===== src/rtl/uart_word_join_if.sv =====
// -----------------------------------------------------------------------------
// uart_word_join_if
// Bundles the byte-in / word-out signals of uart_word_join.
//   master : the assembler side (consumes bytes, produces words and flags)
//   slave  : the environment side (UART receiver plus word consumer)
// Signals:
//   byte_in     [WORD_PART] received byte, qualified by byte_valid
//   byte_valid  one-cycle pulse per received byte
//   word_out    [WORD_SIZE] assembled word, stable while word_valid=1
//   word_valid  word_out holds an unconsumed word
//   word_ready  consumer accepts word_out when word_valid=1
//   overflow    sticky, a completed word was dropped
//   timeout_err one-cycle pulse, a partial word was discarded
// -----------------------------------------------------------------------------
interface uart_word_join_if #(
  parameter int WORD_SIZE = 32,
  parameter int WORD_PART = 8
);
  logic [WORD_PART-1:0] byte_in;
  logic                 byte_valid;
  logic [WORD_SIZE-1:0] word_out;
  logic                 word_valid;
  logic                 word_ready;
  logic                 overflow;
  logic                 timeout_err;

  modport master (
    input  byte_in, byte_valid, word_ready,
    output word_out, word_valid, overflow, timeout_err
  );

  modport slave (
    output byte_in, byte_valid, word_ready,
    input  word_out, word_valid, overflow, timeout_err
  );
endinterface


===== src/rtl/uart_word_join.sv =====
// -----------------------------------------------------------------------------
// uart_word_join
// Reassembles a UART byte stream into WORD_SIZE-bit words, first byte into the
// most-significant part. Completed words sit in a one-entry output register
// with a valid/ready handshake; a completion that finds the register full and
// not being drained is dropped and sets the sticky overflow flag.
// Optional feature macro: UART_WORD_JOIN_TIMEOUT_EN
//   defined   : an inter-byte timer discards a stalled partial word and pulses
//               timeout_err
//   undefined : no timer, timeout_err tied low, partial words held forever
// Ports:
//   clock  system clock, rising edge
//   reset  asynchronous, active-high
//   bus    uart_word_join_if.master (byte input, word output, status flags)
// WORD_SIZE must be a multiple of WORD_PART with at least two parts.
// -----------------------------------------------------------------------------
module uart_word_join #(
  parameter int WORD_SIZE     = 32,
  parameter int WORD_PART     = 8,
  parameter int CLQ_FREQ      = 200_000_000,
  parameter int BAUD_RATE     = 115200,
  parameter int TIMEOUT_BYTES = 4
) (
  input  logic              clock,
  input  logic              reset,
  uart_word_join_if.master  bus
);

  localparam int PARTS = WORD_SIZE / WORD_PART;
  localparam int CNT_W = (PARTS > 1) ? $clog2(PARTS) : 1;

  // The byte counter is the state: zero means no partial word is held.
  typedef enum logic {ST_IDLE, ST_ASSEMBLE} state_e;

  state_e               state;
  logic [CNT_W-1:0]     cnt_q, cnt_d;
  logic [WORD_SIZE-1:0] shift_q, shift_d;
  logic [WORD_SIZE-1:0] word_q, word_d;
  logic                 valid_q, valid_d;
  logic                 ovf_q, ovf_d;
  logic [WORD_SIZE-1:0] next_word;
  logic                 last_part;
  logic                 complete;
  logic                 out_free;
  logic                 expire;

  assign state     = (cnt_q == '0) ? ST_IDLE : ST_ASSEMBLE;
  assign last_part = (cnt_q == CNT_W'(PARTS - 1));
  assign next_word = {shift_q[WORD_SIZE-WORD_PART-1:0], bus.byte_in};
  assign complete  = bus.byte_valid && last_part;
  // The output slot can take a new word if empty or drained this very cycle.
  assign out_free  = !valid_q || bus.word_ready;

`ifdef UART_WORD_JOIN_TIMEOUT_EN
  localparam int LIMIT = TIMEOUT_BYTES * 10 * (CLQ_FREQ / BAUD_RATE);
  localparam int TMR_W = $clog2(LIMIT + 1);

  logic [TMR_W-1:0] tmr_q, tmr_d;
  logic             terr_q, terr_d;

  // A byte in the expiry cycle takes priority over the timeout.
  assign expire = (state == ST_ASSEMBLE) && !bus.byte_valid &&
                  (tmr_q == TMR_W'(LIMIT - 1));

  always_comb begin
    tmr_d  = tmr_q;
    terr_d = 1'b0;
    if (bus.byte_valid) begin
      tmr_d = '0;
    end else if (expire) begin
      tmr_d  = '0;
      terr_d = 1'b1;
    end else if (state == ST_ASSEMBLE) begin
      tmr_d = tmr_q + TMR_W'(1);
    end
  end

  always_ff @(posedge clock or posedge reset) begin
    if (reset) begin
      tmr_q  <= '0;
      terr_q <= 1'b0;
    end else begin
      tmr_q  <= tmr_d;
      terr_q <= terr_d;
    end
  end

  assign bus.timeout_err = terr_q;
`else
  assign expire          = 1'b0;
  assign bus.timeout_err = 1'b0;
`endif

  always_comb begin
    cnt_d   = cnt_q;
    shift_d = shift_q;
    word_d  = word_q;
    valid_d = valid_q;
    ovf_d   = ovf_q;

    if (valid_q && bus.word_ready) begin
      valid_d = 1'b0;
    end

    if (bus.byte_valid) begin
      shift_d = next_word;
      cnt_d   = last_part ? '0 : cnt_q + CNT_W'(1);
    end else if (expire) begin
      cnt_d   = '0;
      shift_d = '0;
    end

    if (complete) begin
      if (out_free) begin
        word_d  = next_word;
        valid_d = 1'b1;
      end else begin
        ovf_d = 1'b1;
      end
    end
  end

  always_ff @(posedge clock or posedge reset) begin
    if (reset) begin
      cnt_q   <= '0;
      shift_q <= '0;
      word_q  <= '0;
      valid_q <= 1'b0;
      ovf_q   <= 1'b0;
    end else begin
      cnt_q   <= cnt_d;
      shift_q <= shift_d;
      word_q  <= word_d;
      valid_q <= valid_d;
      ovf_q   <= ovf_d;
    end
  end

  assign bus.word_out   = word_q;
  assign bus.word_valid = valid_q;
  assign bus.overflow   = ovf_q;

endmodule

===== src/flat_wrapper.sv =====
// flat-port wrapper written by rule: the top's interface ports become plain ports
module uart_word_join_flat 
#(
  parameter int WORD_SIZE     = 32,
  parameter int WORD_PART     = 8,
  parameter int CLQ_FREQ      = 200_000_000,
  parameter int BAUD_RATE     = 115200,
  parameter int TIMEOUT_BYTES = 4
)
  (clock, reset, bus_byte_in, bus_byte_valid, bus_word_ready, bus_word_out, bus_word_valid, bus_overflow, bus_timeout_err);
  uart_word_join_if #(.WORD_SIZE(WORD_SIZE), .WORD_PART(WORD_PART)) bus_i ();
  input  logic clock;
  input  logic reset;
  input wire logic [$bits(bus_i.byte_in)-1:0] bus_byte_in;
  input wire logic [$bits(bus_i.byte_valid)-1:0] bus_byte_valid;
  input wire logic [$bits(bus_i.word_ready)-1:0] bus_word_ready;
  output wire logic [$bits(bus_i.word_out)-1:0] bus_word_out;
  output wire logic [$bits(bus_i.word_valid)-1:0] bus_word_valid;
  output wire logic [$bits(bus_i.overflow)-1:0] bus_overflow;
  output wire logic [$bits(bus_i.timeout_err)-1:0] bus_timeout_err;
  assign bus_i.byte_in = bus_byte_in;
  assign bus_i.byte_valid = bus_byte_valid;
  assign bus_i.word_ready = bus_word_ready;
  assign bus_word_out = bus_i.word_out;
  assign bus_word_valid = bus_i.word_valid;
  assign bus_overflow = bus_i.overflow;
  assign bus_timeout_err = bus_i.timeout_err;
  uart_word_join #(.WORD_SIZE(WORD_SIZE), .WORD_PART(WORD_PART), .CLQ_FREQ(CLQ_FREQ), .BAUD_RATE(BAUD_RATE), .TIMEOUT_BYTES(TIMEOUT_BYTES)) u_core (.clock(clock), .reset(reset), .bus(bus_i));
endmodule

===== config.mk =====
export PLATFORM = sky130hd
export DESIGN_NAME = uart_word_join_flat
export DESIGN_NICKNAME = d
export VERILOG_FILES = /design/src/rtl/uart_word_join_if.sv /design/src/rtl/uart_word_join.sv /design/src/flat_wrapper.sv
export SDC_FILE = /design/constraint.sdc
export NUM_CORES = 1
export LEC_CHECK = 0
export ABC_AREA = 1
export CAP_MARGIN = 20
export CORE_MARGIN = 8
export CORE_UTILIZATION = 50
export DETAILED_ROUTE_END_ITERATION = 7
export GPL_TIMING_DRIVEN = 1
export MAX_ROUTING_LAYER = met4
export PLACE_DENSITY_LB_ADDON = 0.12
export SYNTH_ARGS = -nofsm -noshare
export SYNTH_HDL_FRONTEND = slang
export SYNTH_SLANG_ARGS = --single-unit

===== constraint.sdc =====
create_clock -name clock -period 5 [get_ports clock]
set_clock_uncertainty 0.05 [all_clocks]
set_input_delay 1 -clock clock [delete_from_list [all_inputs] [get_ports clock]]
set_output_delay 1 -clock clock [all_outputs]
set_load 0.01 [all_outputs]

==> results of run 1 <==
-- cell families (layout without fill, tap and decap cells) --
family / Yosys count / after routing
other: 1 / 1
AO/OA/AOI/OAI: 27 / 27
flip-flops: 60 / 60
adder cells (fa/ha/maj): 1 / 1
buffers and inverters: 37 / 84
AND/OR/NAND/NOR: 127 / 127
-- where the power goes --
group	total (uW)	internal (uW)	switching, uW
Combinational	534	280	254
Clock	431	254	178
Sequential	716	636	80.4
-- placed cells by master, fill, tap and decap left out --
| cell | synthesis | final |
|---|---|---|
| nand2_2 | 2 | 2 |
| inv_1 | 20 | 19 |
| buf_4 | 5 | 2 |
| nand2_1 | 83 | 83 |
| nand3_1 | 32 | 32 |
| clkdlybuf4s50_1 | 0 | 45 |
| clkbuf_8 | 0 | 11 |
| inv_4 | 1 | 1 |
| o21ai_0 | 18 | 18 |
| nor2_1 | 9 | 9 |
| ha_1 | 1 | 1 |
| bufinv_16 | 0 | 1 |
| clkinv_2 | 0 | 4 |
| conb_1 | 1 | 1 |
| a21oi_1 | 8 | 8 |
| dfrtp_1 | 60 | 60 |
| o21bai_1 | 1 | 1 |
| inv_2 | 0 | 1 |
| nand2_4 | 1 | 1 |
-- flip-flops by register name, summed over array words and instances, names as in the netlist --
register / count
u_core.bus.overflow: 1
u_core.bus.word_valid: 1
u_core.shift_q: 24
u_core.cnt_q: 2
u_core.bus.word_out: 32
-- cell usage after synthesis --
master,number,area (um^2)
nand2_1,83,312
inv_1,20,75.1
o21ai_0,18,90.1
dfrtp_1,60,1500
nand2_4,1,11.3
ha_1,1,12.5
nand2_2,2,12.5
buf_4,5,37.5
conb_1,1,3.75
buf_2,7,35.0
nor2_1,9,33.8
clkbuf_1,1,3.75
inv_4,1,6.26
o21bai_1,1,7.51
a21oi_1,8,40.0
nand3_1,32,160
buf_6,3,33.8
-- cell type report --
class	count	area (um^2)	share of cell area [%]
Sequential cell	60	1500	50.0
Clock inverter	5	50.0	1.67
Clock buffer	11	151	5.05
Multi-Input combinational cell	156	683	22.8
Tap cell	54	67.6	2.25
Timing Repair Buffer	47	465	15.5
Inverter	21	81.3	2.71
-- worst max-delay path: cells and delay by family --
| family | cells | cell delay [ps] |
|---|---|---|
| and+or+nand+nor | 4 | 670 |
| buffers and inverters | 3 | 1120 |
-- how the worst min path moves through the flow --
stage	start	endpoint	cells after the start
6_report	u_core.bus.word_out[28]$_DFFE_PP0P_	u_core.bus.word_out[28]$_DFFE_PP0P_	2
5_1_grt	u_core.bus.word_out[9]$_DFFE_PP0P_	u_core.bus.word_out[9]$_DFFE_PP0P_	2
4_1_cts	u_core.bus.word_out[8]$_DFFE_PP0P_	u_core.bus.word_out[8]$_DFFE_PP0P_	2
3_5_place_dp	u_core.bus.word_out[28]$_DFFE_PP0P_	u_core.bus.word_out[28]$_DFFE_PP0P_	2
3_3_place_gp	u_core.bus.word_out[27]$_DFFE_PP0P_	u_core.bus.word_out[27]$_DFFE_PP0P_	2
2_1_floorplan	u_core.shift_q[8]$_DFFE_PP0P_	u_core.shift_q[16]$_DFFE_PP0P_	2
-- through the flow --
| stage | total power [uW] | setup slack (ps) | util (%) |
|---|---|---|---|
| 5_1_grt | 1800 | 2190 | 64.4 |
| 3_5_place_dp | 1270 | 2030 | 60.1 |
| 3_3_place_gp | 1260 | 2090 | 60.1 |
| 6_report | 1680 | 2350 | 64.4 |
| 4_1_cts | 1710 | 2350 | 64.4 |
| 2_1_floorplan | 978 | 2470 | - |
-- layer usage --
| metal | GRT usage (%) | part of all wire [%] | up-vias |
|---|---|---|---|
| met3 | 4.92 | 5.0 | 10 |
| met2 | 22.6 | 47 | 48 |
| met4 | 6.80 | 1.7 | 0 |
| met1 | 16.7 | 47 | 850 |
| li1 | - | - | 882 |
| met5 | - | 0 | - |
==> out/metrics.cfg, run 1 <==
[clocking]
clock_tree.root_cell=clkbuf_8
holdBufCountCts=0
clkTransAtPathRegs_ps=60
cts_resized=0
clk_latency_ps=330
clock_path_buffers=2
cts_tree=yes
cts_buffers=9
cts_max_level=3
post_cts_buffers=0
clock_sinks=60

[logic_synthesis]
yosys_warnings=0
synth_top_family_by_area=simple AND/OR/NAND/NOR gates
synth-compound-area-share_pct=5.79
synth.avg_cell_area_um2=9.39
synthMuxAreaShare_pct=0
synth-xor-area-share_pct=0
syn_inst=253
syn-cell-area_um2=2380
syn-num-nets=266
yosysUniqueCellTypes=17
synth_simple_gate_area_share_pct=22.3
synth_seq_cells=60
synthAdderAreaFrac_pct=0.527
ys_seq_area_share_pct=63.2

[route]
ant_nets=0
wl_per_cell_um=13.4
avgViaCountPerCell=5.06
vias=1790
routed_wl_mm=4.74
drc=0
drt_iter0_drc=128
drt_first_pass_iters=4

[die]
die_w_um=84.9
die_y_um=84.9
die_area_um2=7210
start_util_pct=51.0
row_count=25
core_area_um2=4660
boundaryPins=47

[setup_path]
cp_common_cell=nand2_1
endpoint=u_core.bus.word_out[3]$_DFFE_PP0P_
r2r_end=u_core.bus.word_out[3]$_DFFE_PP0P_
slowest_stage=clkdlybuf4s50_1
slowest_delay_ps=450
crit_type=input port to flip-flop
crit_chain=clkdlybuf4s50_1 > buf_4 > nand2_2 > inv_4 > nand2_4 > nand2_1 > nand2_1
crit_start=bus_byte_valid
r2r_slack_ps=3330
r2r-start=u_core.bus.word_valid$_DFF_PP0_
critPathLaunchType=input port
crit_required_ps=5160
r2r_cells=4
end_kind=flip-flop
arrival_ps=2810
cp_max_fo=53

[sta]
final-hold-violation-count=0
finalSetupViolCount=0
rsz0062_at_grt=no
slew_violations=0
worst_pin_slew_ps=737
maxSlewHeadroom_pct=50.9
fmax_ghz=0.378
setup_tns_ps=0
holdWs_ps=416
fin_crit_ps=2650
post-route-period-util_pct=53.0

[power_and_ir_drop]
p_leak_uw=0.00151
p_per_area_nw_per_um2=560
ir_drop_mv=0.283

[place]
io_buffers=45
dp_hpwl_mm=3.04
dp.cells=338
gp_congestion=0.739
dpl_cell_area_um2=2800

[cells_and_area]
final_cells=354
final_cell_area_um2=3000
syn2layout_area_growth_pct=26.3
n_antenna_cell=0
final_nets=308
layout-drive-gt1-share_pct=7.67
fillers=424

[worst_hold_path]
hold_path_class=flip-flop to flip-flop

[global_route]
grt_overflow=0
grt_max_degree=61
grt_pass1_wl_mm=8.11
antenna_found_initial=0
grt_pass1_vias=1799
grt_usage_pct=14.6

[job]
maxCapViolations=0

[outcome]
outcome=completed

(Power assumes the default switching activity.)
==> run 2: changes to the inputs <==
==> constraint.sdc (replaced) <==
create_clock -name clock -period 2.5 [get_ports clock]
set_clock_uncertainty 0.05 [all_clocks]
set_input_delay 0.5 -clock clock [delete_from_list [all_inputs] [get_ports clock]]
set_output_delay 0.5 -clock clock [all_outputs]
set_load 0.01 [all_outputs]
==> out/metrics.cfg, run 2 (synthesized netlist as in run 1, its figures left out) <==
[place]
gp_congestion=0.754  ; was 0.739
io_buffers=45  ; unchanged
dpl_cell_area_um2=2820  ; was 2800 um^2
dp_hpwl_mm=3.08  ; was 3.04 mm

[power_and_ir_drop]
seqPwrFrac_pct=44.4  ; was 42.6%
switchingPower_uw=1000  ; was 512 uW
p_leak_uw=0.00150  ; was 0.00151 uW
p_per_area_nw_per_um2=1080  ; was 560 nW/um^2
ir_drop_mv=0.680  ; was 0.283 mV
p_total_uw=3230  ; was 1680 uW
power_frac_clock_pct=22.4  ; was 25.7%
pwr-share-comb_pct=33.1  ; was 31.7%
p_int_uw=2220  ; was 1170 uW
p_sw_share_pct=31.1  ; was 30.4%

[setup_path]
crit_type=flip-flop to output port  ; was input port to flip-flop
r2r_slack_ps=960  ; was 3330 ps
arrival_ps=1240  ; was 2810 ps
cp.buffers_inverters=1  ; was 3
crit_chain=clkdlybuf4s50_1  ; was clkdlybuf4s50_1 > buf_4 > nand2_2 > inv_4 > nand2_4 > nand2_1 > nand2_1
path_delay_family=buffers and inverters  ; unchanged
r2r_cells=6  ; was 4
end_kind=output port  ; was flip-flop
critPathLaunchType=flip-flop  ; was input port
slowest_delay_ps=550  ; was 450 ps
r2r_end=u_core.bus.word_out[28]$_DFFE_PP0P_  ; was u_core.bus.word_out[3]$_DFFE_PP0P_
cp_max_fo=2  ; was 53
r2r-start=u_core.cnt_q[0]$_DFFE_PP0P_  ; was u_core.bus.word_valid$_DFF_PP0_
crit_required_ps=1950  ; was 5160 ps
slowest_stage=clkdlybuf4s50_1  ; unchanged

[route]
vias=1732  ; was 1790
routed_wl_mm=4.53  ; was 4.74 mm
drc=0  ; unchanged
drt_first_pass_iters=5  ; was 4
drt_iter0_drc=66  ; was 128
avgViaCountPerCell=4.88  ; was 5.06
wl_per_cell_um=12.7  ; was 13.4 um
ant_nets=0  ; unchanged

[clocking]
cts_buffers=9  ; unchanged
holdBufCountCts=0  ; unchanged
cts_max_level=3  ; unchanged
clock_tree.root_cell=clkbuf_8  ; unchanged
clock_path_buffers=2  ; unchanged
clk_latency_ps=330  ; about the same
post_cts_buffers=0  ; unchanged
cts_tree=yes  ; unchanged
clkTransAtPathRegs_ps=60  ; about the same
clock_sinks=60  ; unchanged
cts_resized=0  ; unchanged

[cells_and_area]
n_antenna_cell=0  ; unchanged
layout-drive-gt1-share_pct=6.64  ; was 7.67%
layout_commonest_cell=nand2_1  ; unchanged
final_cell_mix=nand2_1 (83), dfrtp_1 (60), clkdlybuf4s50_1 (45)  ; unchanged
fillers=403  ; was 424
final_nets=309  ; was 308
syn2layout_area_growth_pct=25.5  ; was 26.3%
largest_reg_flops=32  ; unchanged
final_cell_area_um2=2980  ; was 3000 um^2

[sta]
fin_crit_ps=1790
slew_violations=0  ; unchanged
rsz0062_at_grt=no  ; unchanged
post-route-period-util_pct=71.6
setup_tns_ps=0  ; unchanged
final-hold-violation-count=0  ; unchanged
finalSetupViolCount=0  ; unchanged
worst_pin_slew_ps=541  ; was 737 ps
maxSlewHeadroom_pct=63.9  ; was 50.9%
fmax_ghz=0.559

[die]
row_count=25  ; unchanged
core_area_um2=4660  ; unchanged
die_w_um=84.9  ; unchanged
die_y_um=84.9  ; unchanged
die_area_um2=7210  ; unchanged
start_util_pct=51.0  ; unchanged
boundaryPins=47  ; unchanged

[global_route]
grt_pass1_wl_mm=7.89  ; was 8.11 mm
grt_pass1_vias=1708  ; was 1799
grt_overflow=0  ; unchanged
grt_max_degree=53  ; was 61
grt_usage_pct=14.3  ; was 14.6%
antenna_found_initial=0  ; unchanged

[worst_hold_path]
holdPathStages=2  ; unchanged
hold_path_class=flip-flop to flip-flop  ; unchanged
hp-start=u_core.bus.word_out[25]$_DFFE_PP0P_  ; was u_core.bus.word_out[28]$_DFFE_PP0P_
min_to=u_core.bus.word_out[25]$_DFFE_PP0P_  ; was u_core.bus.word_out[28]$_DFFE_PP0P_

[outcome]
outcome=completed  ; unchanged

[job]
maxCapViolations=0  ; unchanged

run 2: final cells by class:
cell class                 instances  area (um^2)  share of cell area, %
inverter                          21         81.3                   2.73
timing repair buffer              48          485                   16.3
sequential                        60         1500                   50.4
clock buffer                      14          153                   5.12
multi-input combinational        156          683                   22.9
tap                               54         67.6                   2.27
clock inverter                     2         10.0                  0.336
run 2: metrics by stage:
step	util, %	setup slack, ps	hold WS (ps)	std cells
3_5_place_dp	60.5	512	411	339
4_1_cts	64.0	688	427	355
5_1_grt	64.0	658	441	355
3_3_place_gp	60.5	537	404	339
2_1_floorplan	-	465	426	253
6_report	64.0	711	419	355
run 2: power by group through the flow:
stage,logic [uW],clock network (uW),registers [uW]
detailed placement,1090,0,1450
global route,1200,789,1470
floorplan,403,0,1550
global placement,1070,0,1450
finish,1070,724,1430
CTS,1100,746,1440
run 2: routing by layer:
layer / global-route usage [%] / part of all wire, %
met2: 21.0 / 46
met4: 7.28 / 1.9
met3: 5.31 / 5.4
met5: - / 0
met1: 16.9 / 47
run 2: worst max-delay path by stage:
stage,cells past startpoint,from,slack [ps],endpoint
finish,1,u_core.bus.word_valid$_DFF_PP0_,710,bus_word_valid
global route,1,u_core.bus.word_out[5]$_DFFE_PP0P_,660,bus_word_out[5]
CTS,1,u_core.bus.word_valid$_DFF_PP0_,690,bus_word_valid
detailed placement,6,bus_byte_valid,510,u_core.bus.word_out[10]$_DFFE_PP0P_
global placement,6,bus_byte_valid,540,u_core.bus.word_out[1]$_DFFE_PP0P_
floorplan,1,reset,470,u_core.bus.overflow$_DFFE_PP0P_
